--- src/rtl/maria_dma_responder.sv ---
// Maria DMA read responder: decodes Maria's DMA address onto RAM, BIOS or
// cartridge, runs one memory handshake at a time, and returns the byte to
// Maria. A repeated address skips the fetch.
module maria_dma_responder #(
    parameter int unsigned TIMEOUT  = 15,
    parameter logic [7:0]  OPEN_BUS = 8'hFF
) (
    input  logic        sysclk,
    input  logic        reset_b,
    input  logic [15:0] dma_addr,
    input  logic        dma_drive,
    input  logic        bios_en,
    output logic [7:0]  dma_data,
    output logic        dma_valid,
    output logic        dma_stall,
    output logic        mem_req,
    output logic [1:0]  mem_sel,
    output logic [15:0] mem_addr,
    input  logic        mem_ack,
    input  logic [7:0]  mem_rdata,
    output logic        timeout_err
);

    localparam int unsigned AW = 16;
    localparam int unsigned DW = 8;
    localparam int unsigned CW = 8;
    localparam int unsigned SW = 2;

    localparam logic [CW-1:0] TIMEOUT_C = CW'(TIMEOUT);
    localparam logic [SW-1:0] SEL_RAM   = SW'(0);
    localparam logic [SW-1:0] SEL_BIOS  = SW'(1);
    localparam logic [SW-1:0] SEL_CART  = SW'(2);

    typedef enum logic [1:0] {
        S_IDLE = 2'd0,
        S_REQ  = 2'd1,
        S_DONE = 2'd2
    } state_t;

    state_t        state_q, state_n;
    logic          run_q;
    logic          mem_req_n, dma_valid_n, dma_stall_n, timeout_err_n;
    logic [SW-1:0] mem_sel_n;
    logic [AW-1:0] mem_addr_n;
    logic [DW-1:0] dma_data_n;
    logic [AW-1:0] last_addr_q, last_addr_n;
    logic          last_valid_q, last_valid_n;
    logic          bios_q;
    logic          abort_q, abort_n;
    logic [CW-1:0] wait_q, wait_n, wait_inc;

    logic          dec_hit;
    logic [SW-1:0] dec_sel;
    logic [AW-1:0] dec_off;
    logic          addr_known;
    logic          abort_eff;

    // Reset release is retimed so the first capture lands on the second edge
    always_ff @(posedge sysclk or negedge reset_b) begin
        if (!reset_b) run_q <= 1'b0;
        else          run_q <= 1'b1;
    end

    // Address decode with RAM > BIOS > cartridge priority
    always_comb begin
        dec_hit = 1'b1;
        dec_sel = SEL_RAM;
        dec_off = '0;
        if (dma_addr >= 16'h1800 && dma_addr <= 16'h27FF) begin
            dec_sel = SEL_RAM;
            dec_off = dma_addr - 16'h1800;
        end else if (bios_en && dma_addr >= 16'hF000) begin
            dec_sel = SEL_BIOS;
            dec_off = dma_addr - 16'hF000;
        end else if (dma_addr >= 16'h4000) begin
            dec_sel = SEL_CART;
            dec_off = dma_addr - 16'h4000;
        end else begin
            dec_hit = 1'b0;
        end
    end

    // Next-state and next-output logic
    always_comb begin
        state_n       = state_q;
        mem_req_n     = mem_req;
        mem_sel_n     = mem_sel;
        mem_addr_n    = mem_addr;
        dma_data_n    = dma_data;
        dma_valid_n   = 1'b0;
        dma_stall_n   = dma_stall;
        timeout_err_n = timeout_err;
        last_addr_n   = last_addr_q;
        abort_n       = abort_q;
        wait_n        = wait_q;
        wait_inc      = (wait_q == {CW{1'b1}}) ? wait_q : wait_q + CW'(1);
        abort_eff     = abort_q | ~dma_drive;
        // A bios_en edge makes the remembered address stale
        addr_known    = last_valid_q & ~(bios_en ^ bios_q);
        last_valid_n  = addr_known;

        case (state_q)
            S_IDLE: begin
                if (run_q && dma_drive && (!addr_known || dma_addr != last_addr_q)) begin
                    last_addr_n  = dma_addr;
                    last_valid_n = 1'b1;
                    abort_n      = 1'b0;
                    wait_n       = '0;
                    if (dec_hit) begin
                        state_n     = S_REQ;
                        mem_req_n   = 1'b1;
                        mem_sel_n   = dec_sel;
                        mem_addr_n  = dec_off;
                        dma_stall_n = 1'b1;
                    end else begin
                        state_n     = S_DONE;
                        dma_data_n  = OPEN_BUS;
                        dma_valid_n = 1'b1;
                    end
                end
            end
            S_REQ: begin
                abort_n = abort_eff;
                if (mem_ack) begin
                    state_n     = S_DONE;
                    mem_req_n   = 1'b0;
                    dma_data_n  = mem_rdata;
                    dma_valid_n = ~abort_eff;
                    if (abort_eff) last_valid_n = 1'b0;
                end else if (wait_inc >= TIMEOUT_C) begin
                    state_n       = S_DONE;
                    mem_req_n     = 1'b0;
                    dma_data_n    = OPEN_BUS;
                    timeout_err_n = 1'b1;
                    dma_valid_n   = ~abort_eff;
                    wait_n        = wait_inc;
                    if (abort_eff) last_valid_n = 1'b0;
                end else begin
                    wait_n = wait_inc;
                end
            end
            S_DONE: begin
                state_n     = S_IDLE;
                dma_stall_n = 1'b0;
            end
            default: begin
                state_n = S_IDLE;
            end
        endcase
    end

    // State and registered outputs
    always_ff @(posedge sysclk or negedge reset_b) begin
        if (!reset_b) begin
            state_q      <= S_IDLE;
            mem_req      <= 1'b0;
            mem_sel      <= SEL_RAM;
            mem_addr     <= '0;
            dma_data     <= OPEN_BUS;
            dma_valid    <= 1'b0;
            dma_stall    <= 1'b0;
            timeout_err  <= 1'b0;
            last_addr_q  <= '0;
            last_valid_q <= 1'b0;
            bios_q       <= 1'b0;
            abort_q      <= 1'b0;
            wait_q       <= '0;
        end else begin
            state_q      <= state_n;
            mem_req      <= mem_req_n;
            mem_sel      <= mem_sel_n;
            mem_addr     <= mem_addr_n;
            dma_data     <= dma_data_n;
            dma_valid    <= dma_valid_n;
            dma_stall    <= dma_stall_n;
            timeout_err  <= timeout_err_n;
            last_addr_q  <= last_addr_n;
            last_valid_q <= last_valid_n;
            bios_q       <= bios_en;
            abort_q      <= abort_n;
            wait_q       <= wait_n;
        end
    end

endmodule

--- config.mk ---
export PLATFORM = sky130hd
export DESIGN_NAME = maria_dma_responder
export DESIGN_NICKNAME = d
export VERILOG_FILES = /design/src/rtl/maria_dma_responder.sv
export SDC_FILE = /design/constraint.sdc
export NUM_CORES = 1
export LEC_CHECK = 0
export BUFFER_PORTS_ARGS = -buffer_cell sky130_fd_sc_hd__buf_2
export CORE_AREA = 2 2 59 116
export DETAILED_ROUTE_END_ITERATION = 6
export DIE_AREA = 0 0 61 118
export PLACE_DENSITY = 0.79
export SKIP_CTS_REPAIR_TIMING = 1
export SYNTH_ARGS = -nofsm -noshare
export SYNTH_HDL_FRONTEND = slang
export SYNTH_SLANG_ARGS = --single-unit
--- constraint.sdc ---
create_clock -name sysclk -period 2 [get_ports sysclk]
set_input_delay 0.1 -clock sysclk [delete_from_list [all_inputs] [get_ports sysclk]]
set_output_delay 0.1 -clock sysclk [all_outputs]
set_load 0.03 [all_outputs]
# Word level (Yosys, flattened, before mapping)
# Index checks and enable logic that the tools add are counted.
[totals]
latch_bits = 0
ff_bits = 60
ramBits = 0
rom_bits = 0
n_memories = 0
elab_cells = 98
in_bits = 29
out_inout_bits = 30
[classes]
n_lt_le_gt_ge = 5
n_reduce_logical = 18
bitwise_logic = 7
addsub = 4
multipliers = 0
n_eq_ne = 9
div = 0
shifts = 0
mux = 41
[op_table]
columns = ["op", "n"]
rows = [
  ["2-to-1 mux 8 bit", 7],
  ["2-to-1 mux 16 bit", 3],
  ["one-hot mux 8 bit (2 select lines)", 2],
  ["greater-or-equal comparator 16 x 13 -> 1 bit (second input constant)", 1],
  ["greater-or-equal comparator 16 x 15 -> 1 bit (second input constant)", 1],
  ["greater-or-equal comparator 16 bit (second input constant)", 1],
  ["less-or-equal comparator 16 x 14 -> 1 bit (second input constant)", 1],
  ["2-to-1 mux 1 bit", 16],
  ["!= test 16 bit", 1],
  ["subtractor 16 x 13 -> 16 bit (second input constant)", 1],
  ["subtractor 16 x 15 -> 16 bit (second input constant)", 1],
  ["subtractor 16 bit (second input constant)", 1],
  ["2-to-1 mux 2 bit", 7],
  ["AND reduction 3 bit", 4],
  ["one-hot mux 1 bit (2 select lines)", 5],
  ["adder 8 x 1 -> 8 bit (second input constant)", 1],
  ["equality test 8 bit (second input constant)", 1],
  ["greater-or-equal comparator 8 x 4 -> 1 bit (second input constant)", 1],
  ["!= test 2 bit (second input constant)", 4],
  ["AND reduction 4 bit", 2],
  ["AND reduction 2 bit", 3],
  ["logical AND 1 bit", 4],
  ["NOT 1 bit", 4],
  ["one-hot mux 2 bit (2 select lines)", 1],
  ["other kinds (10)", 11],
]

# Longest topological paths before layout
[depth]
depth_word = 8
depth_mapped = 9

# Worst setup path after synthesis
# OpenSTA, ideal clock, no wires.
[synth_timing]
path_kind = "input to register"
start = "input port dma_addr[11]"
end = "register mem_addr[10]"
required_time_ns = 1.875
cell_stages = 7
setup_time_ns = 0.125
n_path_buf = 1
t_arrival_ns = 1.934
slack_ns = -0.059
path_cell_list = "ha_1 or4b_1 o31ai_4 nand3_4 a21oi_4 buf_12 mux2_4"
[synth_via]
elab_chain_len = 5
word_cells_on_any_way = 16
cone_classes = "4 x order compare; 1 x eq/ne; 6 x mux; 5 x reduce/logical"
[synth_lines]
columns = ["element", "line", "text"]
rows = [
  ["from (decl)", "10", "input logic [15:0] dma_addr,"],
  ["greater-or-equal comparator 16 x 15 -> 1 bit or greater-or-equal comparator 16 bit (tied branches)", "75, 72", ""],
  ["2-to-1 mux 1 bit or logical AND 1 bit (tied branches)", "75, 72", ""],
  ["2-to-1 mux 1 bit", "72", "end else if (bios_en && dma_addr >= 16'hF000) begin"],
  ["2-to-1 mux 1 bit", "69", "if (dma_addr >= 16'h1800 && dma_addr <= 16'h27FF) begin"],
  ["AND reduction 3 bit (no source line)", "-", ""],
  ["to (signal assigned)", "172", "mem_addr <= mem_addr_n;"],
  ["to (decl)", "18", "output logic [15:0] mem_addr,"],
]
# Parallel ways exist; a longest one is shown, timed or not.
# A chain may end at the register's enable or synchronous reset.

# Worst setup path in the final report
[layout_timing]
start = "register last_addr_q[11]"
end = "register last_addr_q[9]"
[layout_via]
elab_chain_len = 4
[layout_lines]
columns = ["element", "line", "text"]
rows = [
  ["from (decl)", "46", "logic [AW-1:0] last_addr_q, last_addr_n;"],
  ["from (signal assigned)", "177", "last_addr_q <= last_addr_n;"],
  ["!= test 16 bit", "104", "if (run_q && dma_drive && (!addr_known || dma_addr != last_addr_q)) begin"],
  ["logical OR 1 bit", "104", ""],
  ["logical AND 1 bit", "104", ""],
  ["AND reduction 2 bit (no source line)", "-", ""],
]
# Every way passes these cells.

==> impl_metrics.csv <==
group,metric,value,unit
run_status,status,"finished, violations left",
run_status,violations,"negative hold slack, negative setup slack",
route,totalWireLength,9590,microns
clock_tree,cts_tree,"built",
setup_path,path_max_fanout,6,
grt,gr-total-overflow,0,
cells_and_area,utilization,70.8,%
hold_path,hold-path-endpoint,"dma_data[1]",
cells_and_area,drive_gt1_share,50.6,%
setup_path,critPathMaxStageDelay,0.42,ns
route,vias_per_cell,5.84,
grt,met2_usage,42.7,%
floorplanning,core_region_area,6310,sq um
setup_path,start_kind,"flop",
hold_path,min_from,"mem_rdata[1]",
setup_path,reg2reg_to,"last_addr_q[9]",
grt,grt_pass1_wl,13300,microns
clock_tree,root_buffer,"clkbuf_16",
sta,fin_crit_sh,111,%
sta,setup_ws,-0.220,ns
setup_path,critPathBufInv,2,
place,place_congestion,0.894,
sta,tightest_slew,0.590,ns
setup_path,cp_data_required_time,2.22,ns
clock_tree,clk_pin_slew_worst_paths,0.06,ns
logic_synthesis,synth_cell_types,58,
power_and_ir_drop,leakage,2.02,nW
logic_synthesis,netlist_instances,271,
setup_path,crit_chain,"xnor2_2 -> nand4_1 -> or3_4 -> buf_6 -> o21a_4 -> clkbuf_16 -> mux2_2",
logic_synthesis,synthFlopType,"dfrtp_1",
route,wl_per_cell,19.7,microns
place,pre_cts_slack,-0.386,ns
logic_synthesis,synth_area_per_cell,11.3,sq um
setup_path,ff2ff_setup_slack,-0.22,ns
cells_and_area,area_growth,45.7,%
grt,grt_util_met1,24.2,%
clock_tree,numCtsBuffers,9,
floorplanning,start_util,48.6,%
grt,grt_pass1_vias,2864,
floorplanning,rows,41,
clock_tree,cts_num_sinks,60,
setup_path,crit_type,"reg2reg",
logic_synthesis,async_flop_share,100,%
cells_and_area,final_nets,430,
hold_path,hold_path.class,"in2reg",
sta,hold_violations,3,
setup_path,critPathCaptureType,"flop",
place,io_buffer_count,58,
sta,fmax,0.450,GHz
route,ant_nets,0,
cells_and_area,antenna_cells_inserted,0,
floorplanning,dieArea,7200,sq um
sta,whs,-0.00731,ns
job,maxCapViolCount,0,
setup_path,critical-path-slowest-cell,"dfrtp_1",
power_and_ir_drop,powerDensity,1190,nW/um^2
route,route.detailed.drc,0,
setup_path,rr_worst_depth,7,
floorplanning,dieHeight,118,microns
clock_tree,clock_path_buffers,2,
sta,slew_headroom,60.3,%
logic_synthesis,synth_edf_count,0,
grt,antenna_found_initial,0,
logic_synthesis,yosysSeqAreaShare,49.3,%
floorplanning,io_pins,59,
sta,rsz0062_at_grt,"yes",
sta,maxSlewViolCount,0,
clock_tree,clock_latency,0.34,ns
grt,use_met3,5.82,%
logic_synthesis,synth_fp_nets,305,
sta,skew,0.0111,ns
floorplanning,die_w,61,microns
setup_path,crit_family,"simple AND/OR/NAND/NOR gates",
place,hpwl,6140,microns
setup_path,worstPathArrival,2.44,ns
hold_path,hold_depth,2,
logic_synthesis,ys_warn_count,0,
setup_path,r2r-start,"last_addr_q[11]",
clock_tree,htree_levels,3,
logic_synthesis,synth-seq-cells,60,
route,vias,2843,
route,drt_iter0_markers,134,
grt,grt_max_degree,27,
cells_and_area,fillerInstances,426,
power_and_ir_drop,ir_worst_vdd,1030,uV
grt,top_usage_layer,"met2",
sta,min_period,2.22,ns
route,drt-pass1-iter-count,4,
grt,track_usage,25.2,%
logic_synthesis,syn_area,3070,sq um
sta,setup_viol,48,
## state kept, by name (all words and copies together), names as in the netlist, 2 cells and up
| signal | cells |
|---|---|
| state_q | 2 |
| dma_data | 8 |
| mem_addr | 16 |
| last_addr_q | 16 |
| wait_q | 8 |
| mem_sel | 2 |
## kinds of logic after synthesis
group                      Yosys count  share of synthesized area (%)
AOI/OAI and AO/OA                   60                           15.3
adders and majority gates            5                           2.04
buffers and inverters               22                           3.35
xor gates and xnor gates            20                           5.71
and+or+nand+nor                     75                           13.3
other                                1                          0.122
muxes                               28                           10.8
DFF                                 60                           49.3
## where the power goes
group / leakage (nW) / switching [mW] / internal [mW] / total, mW
Clock: 0.149 / 0.572 / 1.09 / 1.66
Combinational: 1.16 / 1.01 / 0.799 / 1.80
Sequential: 0.717 / 0.257 / 1.61 / 1.87
Total: 2.02 / 1.83 / 3.50 / 5.34
## metal layers
layer  vias up  share of wire [%]
li1       1244                  -
met1      1393                 33
met2       141                 54
met3        65                5.2
met4         0                7.9
met5         -                  0
## worst register-to-register path: stages (launching register included)
cell,delay [ns]
dfrtp_1,0.42
xnor2_2,0.29
nand4_1,0.16
or3_4,0.39
buf_6,0.14
o21a_4,0.26
clkbuf_16,0.17
mux2_2,0.27
## worst max path at each step
| stage | startpoint | endpoint | slack, ns | cells past startpoint |
|---|---|---|---|---|
| 6_report | last_addr_q[11] | last_addr_q[9] | -0.22 | 7 |
| 4_1_cts | last_addr_q[12] | last_addr_q[1] | -0.32 | 7 |
| 3_5_place_dp | dma_addr[11] | mem_addr[4] | -0.39 | 7 |
| 3_3_place_gp | dma_addr[11] | mem_addr[2] | -0.29 | 7 |
| 2_1_floorplan | last_addr_q[9] | mem_addr[10] | 0.01 | 7 |
| 5_1_grt | bios_en | last_addr_q[4] | -0.24 | 9 |
## cells in the mapped netlist, types with 3 or more instances
cell	count	share of area [%]
or3_1	3	0.61
nand2_1	14	1.7
o21ai_0	10	1.6
nand4_1	11	2.2
inv_1	13	1.6
o22a_1	9	2.6
xnor2_1	15	4.3
dfstp_2	8	6.9
nor2_1	19	2.3
buf_2	3	0.49
a21oi_1	5	0.82
dfrtp_1	52	42
nand4b_1	3	0.86
clkbuf_1	5	0.61
mux2_4	5	2.4
o31ai_1	4	0.98
mux2_2	21	7.7
xor2_1	5	1.4
ha_1	5	2.0
nor3_1	5	0.82
nand3_1	6	0.98
## area by class of cell
class / instances / area (sq um) / area share [%]
Clock buffer: 10 / 229 / 5.12
Clock inverter: 6 / 88.8 / 1.99
Inverter: 13 / 48.8 / 1.09
Multi-Input combinational cell: 190 / 1620 / 36.3
Sequential cell: 60 / 1520 / 33.9
Tap cell: 86 / 108 / 2.41
Timing Repair Buffer: 122 / 856 / 19.1
## placed cells by master (no fill, tap or decap), drive strengths merged, types with 5 or more instances in the layout
cell type	n
nand2	14
nor2	19
nor3	5
buf	118
o31ai	5
dfrtp	52
nand4	11
clkbuf	11
o22a	9
mux2	26
dfstp	8
ha	5
o21ai	11
inv	13
xor2	5
nand3	7
xnor2	15
a21oi	6
## through the flow
stage                     instance area, sq um  total power [mW]  hold WS [ns]  TNS, ns  cells
after floorplan                           3070              2.86        -0.196        0    271
after global placement                    3810              3.37        0.0813    -9.27    455
after detailed placement                  3810              3.45        0.0914   -13.38    455
after CTS                                 4130              5.13        -0.271    -8.88    471
after global routing                      4470              5.53       0.00110    -6.98    487
final                                     4470              5.34      -0.00731    -6.27    487
Note: power is estimated with default switching activity, not from simulation.
